===== src/rtl/fpu_align_arb.sv =====
// Round-robin arbiter in front of a shared iterative exponent-alignment unit.
// Two requesters hand in operand pairs; the aligned pair comes back tagged with its owner.
module fpu_align_arb #(
  parameter int EW        = 10,
  parameter int MW        = 27,
  parameter int MAX_SHIFT = 26
) (
  input  logic          clk,
  input  logic          rst,
  input  logic          rq0_valid,
  output logic          rq0_ready,
  input  logic [EW-1:0] rq0_ae,
  input  logic [EW-1:0] rq0_be,
  input  logic [MW-1:0] rq0_am,
  input  logic [MW-1:0] rq0_bm,
  input  logic          rq1_valid,
  output logic          rq1_ready,
  input  logic [EW-1:0] rq1_ae,
  input  logic [EW-1:0] rq1_be,
  input  logic [MW-1:0] rq1_am,
  input  logic [MW-1:0] rq1_bm,
  output logic          res_valid,
  input  logic          res_ready,
  output logic          res_id,
  output logic [EW-1:0] res_e,
  output logic [MW-1:0] res_am,
  output logic [MW-1:0] res_bm,
  output logic          busy
);

  typedef enum logic [1:0] {IDLE, ALIGN, DONE} state_t;

  localparam logic [EW:0] MAX_D = (EW+1)'(MAX_SHIFT);

  state_t        state, state_nx;
  logic          ptr;
  logic          id;
  logic [EW-1:0] a_e, b_e;
  logic [MW-1:0] a_m, b_m;
  logic          grant0, grant1;
  logic          accept0, accept1;

  logic signed [EW:0] diff;
  logic        [EW:0] abs_diff;
  logic               a_small;
  logic               clamp;

  // NOTE: every signal driven in always_comb gets a default first so no latch is inferred.
  always_comb begin
    grant0 = 1'b0;
    grant1 = 1'b0;
    if (!ptr) begin
      grant0 = rq0_valid;
      grant1 = !rq0_valid && rq1_valid;
    end else begin
      grant1 = rq1_valid;
      grant0 = !rq1_valid && rq0_valid;
    end
  end

  assign rq0_ready = !rst && (state == IDLE) && grant0;
  assign rq1_ready = !rst && (state == IDLE) && grant1;
  assign accept0   = rq0_valid && rq0_ready;
  assign accept1   = rq1_valid && rq1_ready;

  // Sign-extend by one bit so the extreme exponents cannot overflow the difference.
  assign diff     = $signed({a_e[EW-1], a_e}) - $signed({b_e[EW-1], b_e});
  assign abs_diff = diff[EW] ? (EW+1)'(-diff) : (EW+1)'(diff);
  assign a_small  = diff[EW];
  assign clamp    = abs_diff > MAX_D;

  always_comb begin
    state_nx = state;
    case (state)
      IDLE:    if (accept0 || accept1) state_nx = ALIGN;
      ALIGN:   if (diff == '0 || clamp) state_nx = DONE;
      DONE:    if (res_ready) state_nx = IDLE;
      default: state_nx = IDLE;
    endcase
  end

  // NOTE: reset is synchronous here, so it is just the first branch inside the clocked block.
  always_ff @(posedge clk) begin
    if (rst) begin
      state <= IDLE;
    end else begin
      state <= state_nx;
    end
  end

  // NOTE: all sequential state uses non-blocking assignments to avoid evaluation-order races.
  always_ff @(posedge clk) begin
    if (rst) begin
      ptr <= 1'b0;
      id  <= 1'b0;
      a_e <= '0;
      b_e <= '0;
      a_m <= '0;
      b_m <= '0;
    end else begin
      case (state)
        IDLE: begin
          if (accept0) begin
            a_e <= rq0_ae;
            b_e <= rq0_be;
            a_m <= rq0_am;
            b_m <= rq0_bm;
            id  <= 1'b0;
            ptr <= 1'b1;
          end else if (accept1) begin
            a_e <= rq1_ae;
            b_e <= rq1_be;
            a_m <= rq1_am;
            b_m <= rq1_bm;
            id  <= 1'b1;
            ptr <= 1'b0;
          end
        end
        ALIGN: begin
          if (diff != '0) begin
            if (clamp) begin
              // Everything shifts out: only the sticky bit survives.
              if (a_small) begin
                a_m <= {{(MW-1){1'b0}}, |a_m};
                a_e <= b_e;
              end else begin
                b_m <= {{(MW-1){1'b0}}, |b_m};
                b_e <= a_e;
              end
            end else if (a_small) begin
              a_m <= {1'b0, a_m[MW-1:2], a_m[1] | a_m[0]};
              a_e <= a_e + EW'(1);
            end else begin
              b_m <= {1'b0, b_m[MW-1:2], b_m[1] | b_m[0]};
              b_e <= b_e + EW'(1);
            end
          end
        end
        default: ;
      endcase
    end
  end

  assign res_valid = (state == DONE);
  assign res_id    = id;
  assign res_e     = a_e;
  assign res_am    = a_m;
  assign res_bm    = b_m;
  assign busy      = (state != IDLE);

endmodule


===== config.mk =====
export PLATFORM = sky130hd
export DESIGN_NAME = fpu_align_arb
export DESIGN_NICKNAME = d
export VERILOG_FILES = /design/src/rtl/fpu_align_arb.sv
export SDC_FILE = /design/constraint.sdc
export NUM_CORES = 1
export LEC_CHECK = 0
export BUFFER_PORTS_ARGS = -buffer_cell sky130_fd_sc_hd__buf_4
export CORE_ASPECT_RATIO = 1.2
export CORE_MARGIN = 10
export CORE_UTILIZATION = 40
export CTS_CLUSTER_SIZE = 20
export DETAILED_ROUTE_END_ITERATION = 8
export GPL_TIMING_DRIVEN = 0
export PLACE_DENSITY = 0.77
export SKIP_CTS_REPAIR_TIMING = 1
export SLEW_MARGIN = 5
export SYNTH_ARGS = -nofsm -noshare
export SYNTH_HDL_FRONTEND = slang
export SYNTH_SLANG_ARGS = --single-unit

===== constraint.sdc =====
create_clock -name clk -period 9.07 [get_ports clk]
set_input_delay 0.907 -clock clk [delete_from_list [all_inputs] [get_ports clk]]
set_output_delay 0.907 -clock clk [all_outputs]
set_load 0.01 [all_outputs]

# [After elaboration in Yosys (flattened, before gate mapping)]
# Index checks and enable logic that the tools add are counted.
[op_classes] n_shift=0 n_reduce_logical=26 mux=38 n_eq_ne=11 addsub=4 div=0 mul=0 n_bitwise=2 order_cmp=1
[ops] cell="$mux W27" n=12
[ops] cell="$mux W10" n=11
[ops] cell="$pmux W27 S2" n=2
[ops] cell="$reduce_or A27 Y1" n=2
[ops] cell="$pmux W10 S2" n=2
[ops] cell="$add A10 B1 Y10 const B" n=2
[ops] cell="$reduce_and A4 Y1" n=4
[ops] cell="$gt A11 B5 Y1 const B" n=1
[ops] cell="$logic_not A11 Y1" n=1
[ops] cell="$mux W11" n=1
[ops] cell="$neg A11 Y11" n=1
[ops] cell="$reduce_bool A11 Y1" n=1
[ops] cell="$sub A10 B10 Y11" n=1
[ops] cell="$ne A3 B3 Y1 const B" n=3
[ops] cell="$ne A2 B2 Y1 const B" n=4
[ops] cell="$logic_and A1 B1 Y1" n=7
[ops] cell="$mux W1" n=6
[ops] cell="$mux W2" n=3
[ops] cell="$pmux W2 S3" n=1
[ops] cell="$reduce_bool A2 Y1" n=3
[ops] cell="$ne A2 B1 Y1 const B" n=2
[ops] cell="$logic_not A1 Y1" n=3
[ops] cell="$reduce_and A3 Y1" n=1
[ops] cell="$eq A2 B1 Y1 const B" n=1
[ops] cell="5 further kinds" n=7
[word_totals] latch_bits=0 in_bits=153 word_cells=89 ramBits=0 mem_bits_ro=0 n_memories=0 out_inout_bits=69 regBits=78

# [Longest topological paths before layout]
[logic_depth] word_depth=8 depth_mapped=18 depth_no_buf=16

# [Worst setup path after synthesis]
# Ideal clock, no wire load.
[synth_path] kind="register -> register" startpoint="register a_e[0], in the netlist res_e[0]" endpoint="register a_e[3], in the netlist res_e[3]" n_path_buf=2 path_stages_with_launch=17 setup_slack_ns=4.903 arrival_time_ns=4.037 synth_period_minus_slack_ns=4.167 cell_sequence="dfxtp_1 -> inv_1 -> ha_1 -> inv_1 -> fa_1 -> clkbuf_1 -> a211oi_2 -> o21ai_1 -> a221o_1 -> o31a_1 -> or3_1 -> a2111o_1 -> a211oi_2 -> buf_4 -> mux2_1 -> o221ai_1 -> o211ai_1"
[synth_via] elab_chain_len=7 elab_cells_between_ends=14 classes_between="3 x add/sub; 1 x order compare; 2 x eq/ne; 6 x mux; 2 x reduce/logical"
[synth_lines] item="from (decl)" line="38" text="logic [EW-1:0] a_e, b_e;"
[synth_lines] item="from (signal assigned)" line="104" text="a_e <= rq0_ae;"
[synth_lines] item="from (signal assigned)" line="111" text="a_e <= rq1_ae;"
[synth_lines] item="from (signal assigned)" line="132" text="a_e <= a_e + EW'(1);"
[synth_lines] item="$sub A10 B10 Y11" line="67" text="assign diff = $signed({a_e[EW-1], a_e}) - $signed({b_e[EW-1], b_e});"
[synth_lines] item="$neg A11 Y11" line="68" text="assign abs_diff = diff[EW] ? (EW+1)'(-diff) : (EW+1)'(diff);"
[synth_lines] item="$mux W11" line="68"
[synth_lines] item="$gt A11 B5 Y1" line="70" text="assign clamp = abs_diff > MAX_D;"
[synth_lines] item="$mux W10" line="121" text="if (clamp) begin"
[synth_lines] item="$mux W10" line="120" text="if (diff != '0) begin"
[synth_lines] item="$pmux W10 S2" line="101" text="case (state)"
# Several ways; a longest one is shown, not always the timed one. The select of a mux whose other input is x is not followed.
# A chain may end at the register's enable or synchronous reset.

# [Worst setup path after layout]
[layout_path] startpoint="register b_e[0]" endpoint="register a_e[2], in the netlist res_e[2]"
[layout_via] elab_chain_len=7 elab_cells_between_ends=12 classes_between="2 x add/sub; 1 x order compare; 2 x eq/ne; 5 x mux; 2 x reduce/logical"
[layout_lines] item="from (decl)" line="38"
[layout_lines] item="from (signal assigned)" line="105" text="b_e <= rq0_be;"
[layout_lines] item="from (signal assigned)" line="112" text="b_e <= rq1_be;"
[layout_lines] item="from (signal assigned)" line="135" text="b_e <= b_e + EW'(1);"
[layout_lines] item="$sub A10 B10 Y11 (*)" line="67"
[layout_lines] item="$neg A11 Y11" line="68"
[layout_lines] item="$mux W11" line="68"
[layout_lines] item="$gt A11 B5 Y1" line="70"
[layout_lines] item="$mux W10" line="121"
[layout_lines] item="$mux W10" line="120"
[layout_lines] item="$pmux W10 S2" line="101"
# Every way passes the cells marked *; elsewhere a longest branch is shown, timed or not. The select of a mux whose other input is x is not followed.

==> results.sh <==
export IMPL_run_status="finished, final reports clean"
export IMPL_p_leak_nw=3.422
export IMPL_yosys_most_used_dff="dfxtp_1"
export IMPL_path_cells="ha_1 > inv_1 > fa_1 > clkbuf_1 > a211oi_2 > o21ai_1 > a221o_1 > o31ai_2 > a41oi_1 > a2111oi_4 > a21oi_1 > clkbuf_1 > o2111ai_1 > o211ai_1"
export IMPL_rsz0062_at_grt="false"
export IMPL_fp_dieW_um=129.4
export IMPL_detailroute_via_count=7292
export IMPL_cp_common_cell="clkbuf_1"
export IMPL_post_route_period_util_pct=58.48
export IMPL_total_power_w=0.001833
export IMPL_first_iter_violations=627
export IMPL_synth_seq_area_share_pct=27.16
export IMPL_synth_ff_latch_count=78
export IMPL_fin_skew_ps=10.03
export IMPL_worstMarginPinSlew_ps=1051
export IMPL_fill_cells=1357
export IMPL_drive_above_1_share_pct=23.77
export IMPL_crit_family="compound AO/OA/AOI/OAI gates"
export IMPL_tritoncts_num_buffers=9
export IMPL_max_freq_mhz=188.5
export IMPL_synth_distinct_cells=65
export IMPL_multi_input_comb_area_mm2=0.003839
export IMPL_finish_net_count=1244
export IMPL_first_global_vias=7253
export IMPL_timing_critical_path_from_type="flip-flop"
export IMPL_syn_mean_instance_area_um2=6.812
export IMPL_r2r_cells=14
export IMPL_cts_htree_levels=3
export IMPL_number_of_sinks_on_the_clock_net=78
export IMPL_grt_first_pass_wirelength_um=37470
export IMPL_number_of_warnings_printed_during_yosys_synthesis=0
export IMPL_design_die_area_mm2=0.01959
export IMPL_synth_top_cell_area_share_pct=27.16
export IMPL_max_cap_violations=0
export IMPL_synth_fp_nets=1012
export IMPL_finalHoldViolCount=0
export IMPL_final_setup_viol_count=0
export IMPL_critical_path_peak_fanout=10
export IMPL_required_ps=9290
export IMPL_final_max_tran_viols=0
export IMPL_syn_instance_count=844
export IMPL_globalRoute_totalOverflow=0
export IMPL_postLayoutCoreUtil_pct=56.87
export IMPL_boundaryPins=222
export IMPL_detailedPlace_worstSlack_ps=3479
export IMPL_synth_area_leader_cell="dfxtp_1"
export IMPL_end_kind="flip-flop"
export IMPL_n_antenna_cell=0
export IMPL_worst_setup_path_type="reg2reg"
export IMPL_post_synth_most_frequent_cells="nand2_1 (160), a21oi_1 (152), dfxtp_1 (78)"
export IMPL_drc=0
export IMPL_max_slew_margin_rel_pct=29.39
export IMPL_hold_depth=2
export IMPL_synthMostInstantiatedCell="nand2_1"
export IMPL_gp_congestion=0.9119
export IMPL_detail_route_wirelength_um=24370
export IMPL_area_delta_synth_final_pct=37.87
export IMPL_floorplan_initialDensity_pct=41.25
export IMPL_design_core_area_mm2=0.01394
export IMPL_row_count=47
export IMPL_port_buffers=221
export IMPL_syn_cell_area_mm2=0.005749
export IMPL_cpPeakStageDelay_ps=850
export IMPL_cts_tree="done"
export IMPL_fin_tns_setup_ps=0
export IMPL_place_hpwl_um=18910
export IMPL_clock_latency_ps=340
export IMPL_grt_antenna_before_repair=0
export IMPL_drt_pass1_iter_count=5
export IMPL_final_antenna_net_count=0
export IMPL_slowest_stage_cell_crit_path="a2111oi_4"
export IMPL_drt_vias_per_instance=5.824
export IMPL_pwr_density_cell_mw_per_mm2=231.2
export IMPL_cp_depth=14
export IMPL_path_clk_slew_ps=70
export IMPL_critical_path_buf_inv_count=3
export IMPL_cts_root_buf="clkbuf_16"
export IMPL_finalWorstSetupSlack_ps=3766
export IMPL_power_ir_vdd_worst_mv=0.1399
export IMPL_cp_arrival_ps=5530
export IMPL_routedWlPerCell_um=19.46
export IMPL_synth_enable_flop_cells=0
export IMPL_hold_path_class="reg2reg"
export IMPL_async_flop_share_pct=0
export IMPL_largest_net_degree_at_the_start_of_global_routing=15
export IMPL_die_height_um=151.3
export IMPL_period_needed_ps=5304
export IMPL_sequential_area_mm2=0.001562
export IMPL_synth_area_top_cells="dfxtp_1 (27%), a21oi_1 (13%), nand2_1 (10%), a211oi_1 (4.2%), nor2_1 (3.5%)"
export IMPL_cts_max_path_buffers=2
export IMPL_gr_usage_all_layers_pct=23.84
[cell families after synthesis]
family / Yosys count / synth area share (%)
multiplexers: 14 / 2.568
AND/OR/NAND/NOR: 328 / 25.57
AO/OA/AOI/OAI: 311 / 33.93
XOR/XNOR: 8 / 1.219
adder cells (fa/ha/maj): 15 / 3.395
buffers and inverters: 90 / 6.159
flip-flops: 78 / 27.16
[registers in the layout, summed over array words and instances (netlist names)]
register,flops
res_e,10
state,2
res_am,27
res_bm,27
ptr,1
res_id,1
b_e,10
[metrics by stage]
step | hold slack [ps] | instances | instance area (um2)
6_report | 472.4 | 1252 | 7926
5_1_grt | 505.9 | 1252 | 7926
4_1_cts | 473.4 | 1252 | 7921
3_5_place_dp | 463.6 | 1236 | 7622
3_3_place_gp | 456.6 | 1236 | 7622
2_1_floorplan | 444.5 | 844 | 5749
[per-layer routing]
layer | track usage [%] | wire length [um] | up-vias
li1 | - | - | 3532
met1 | 26.53 | 9118 | 3389
met2 | 41.94 | 12150 | 311
met3 | 6.958 | 2475 | 60
met4 | 9.065 | 626 | 0
met5 | 0 | 0 | -
[cell usage in the layout, fill, tap and decap left out, types with 10 or more instances in the layout]
cell type	Yosys	final
a211oi_1	32	32
buf_4	1	222
clkbuf_1	48	49
o221ai_1	11	11
inv_1	25	25
nor2_1	53	53
dfxtp_1	78	78
o211ai_1	12	12
buf_2	10	10
nor4_1	12	12
and3_1	14	14
o21ai_0	32	32
nand2b_1	16	16
o21ai_1	11	11
nand2_1	160	160
ha_1	14	14
a21oi_1	152	152
nand3_1	38	38
[final timing paths]
check,start,endpoint,slack (ps)
max,b_e[0]$_SDFFE_PP0P_,res_e[2]$_SDFFE_PP0P_,3770
min,ptr$_SDFFE_PP0P_,ptr$_SDFFE_PP0P_,470
max reg2reg,b_e[0]$_SDFFE_PP0P_,res_e[2]$_SDFFE_PP0P_,3770
min reg2reg,ptr$_SDFFE_PP0P_,ptr$_SDFFE_PP0P_,470
[where the power goes]
part / internal [W] / switching (W)
sequential: 0.000405 / 0.0000781
clock: 0.000215 / 0.000158
combinational: 0.000400 / 0.000577
[layout make-up]
type                    count  share of cell area (%)
clock inverters             6                  0.8840
multi-input cells         676                   48.43
well taps                 171                   2.699
plain buffers              64                   3.236
flip-flops and latches     78                   19.70
repair buffers            221                   20.93
clock buffers              10                   2.889
inverters                  26                   1.231
[worst register-to-register path, delay by kind of cell, from the launching register on]
family          cells  cell delay (ps)
compound gates      9             3540
fa+ha+maj           2              550
buf+inv             3              620
flops               1              480
Note: power is estimated with default switching activity, not from simulation.
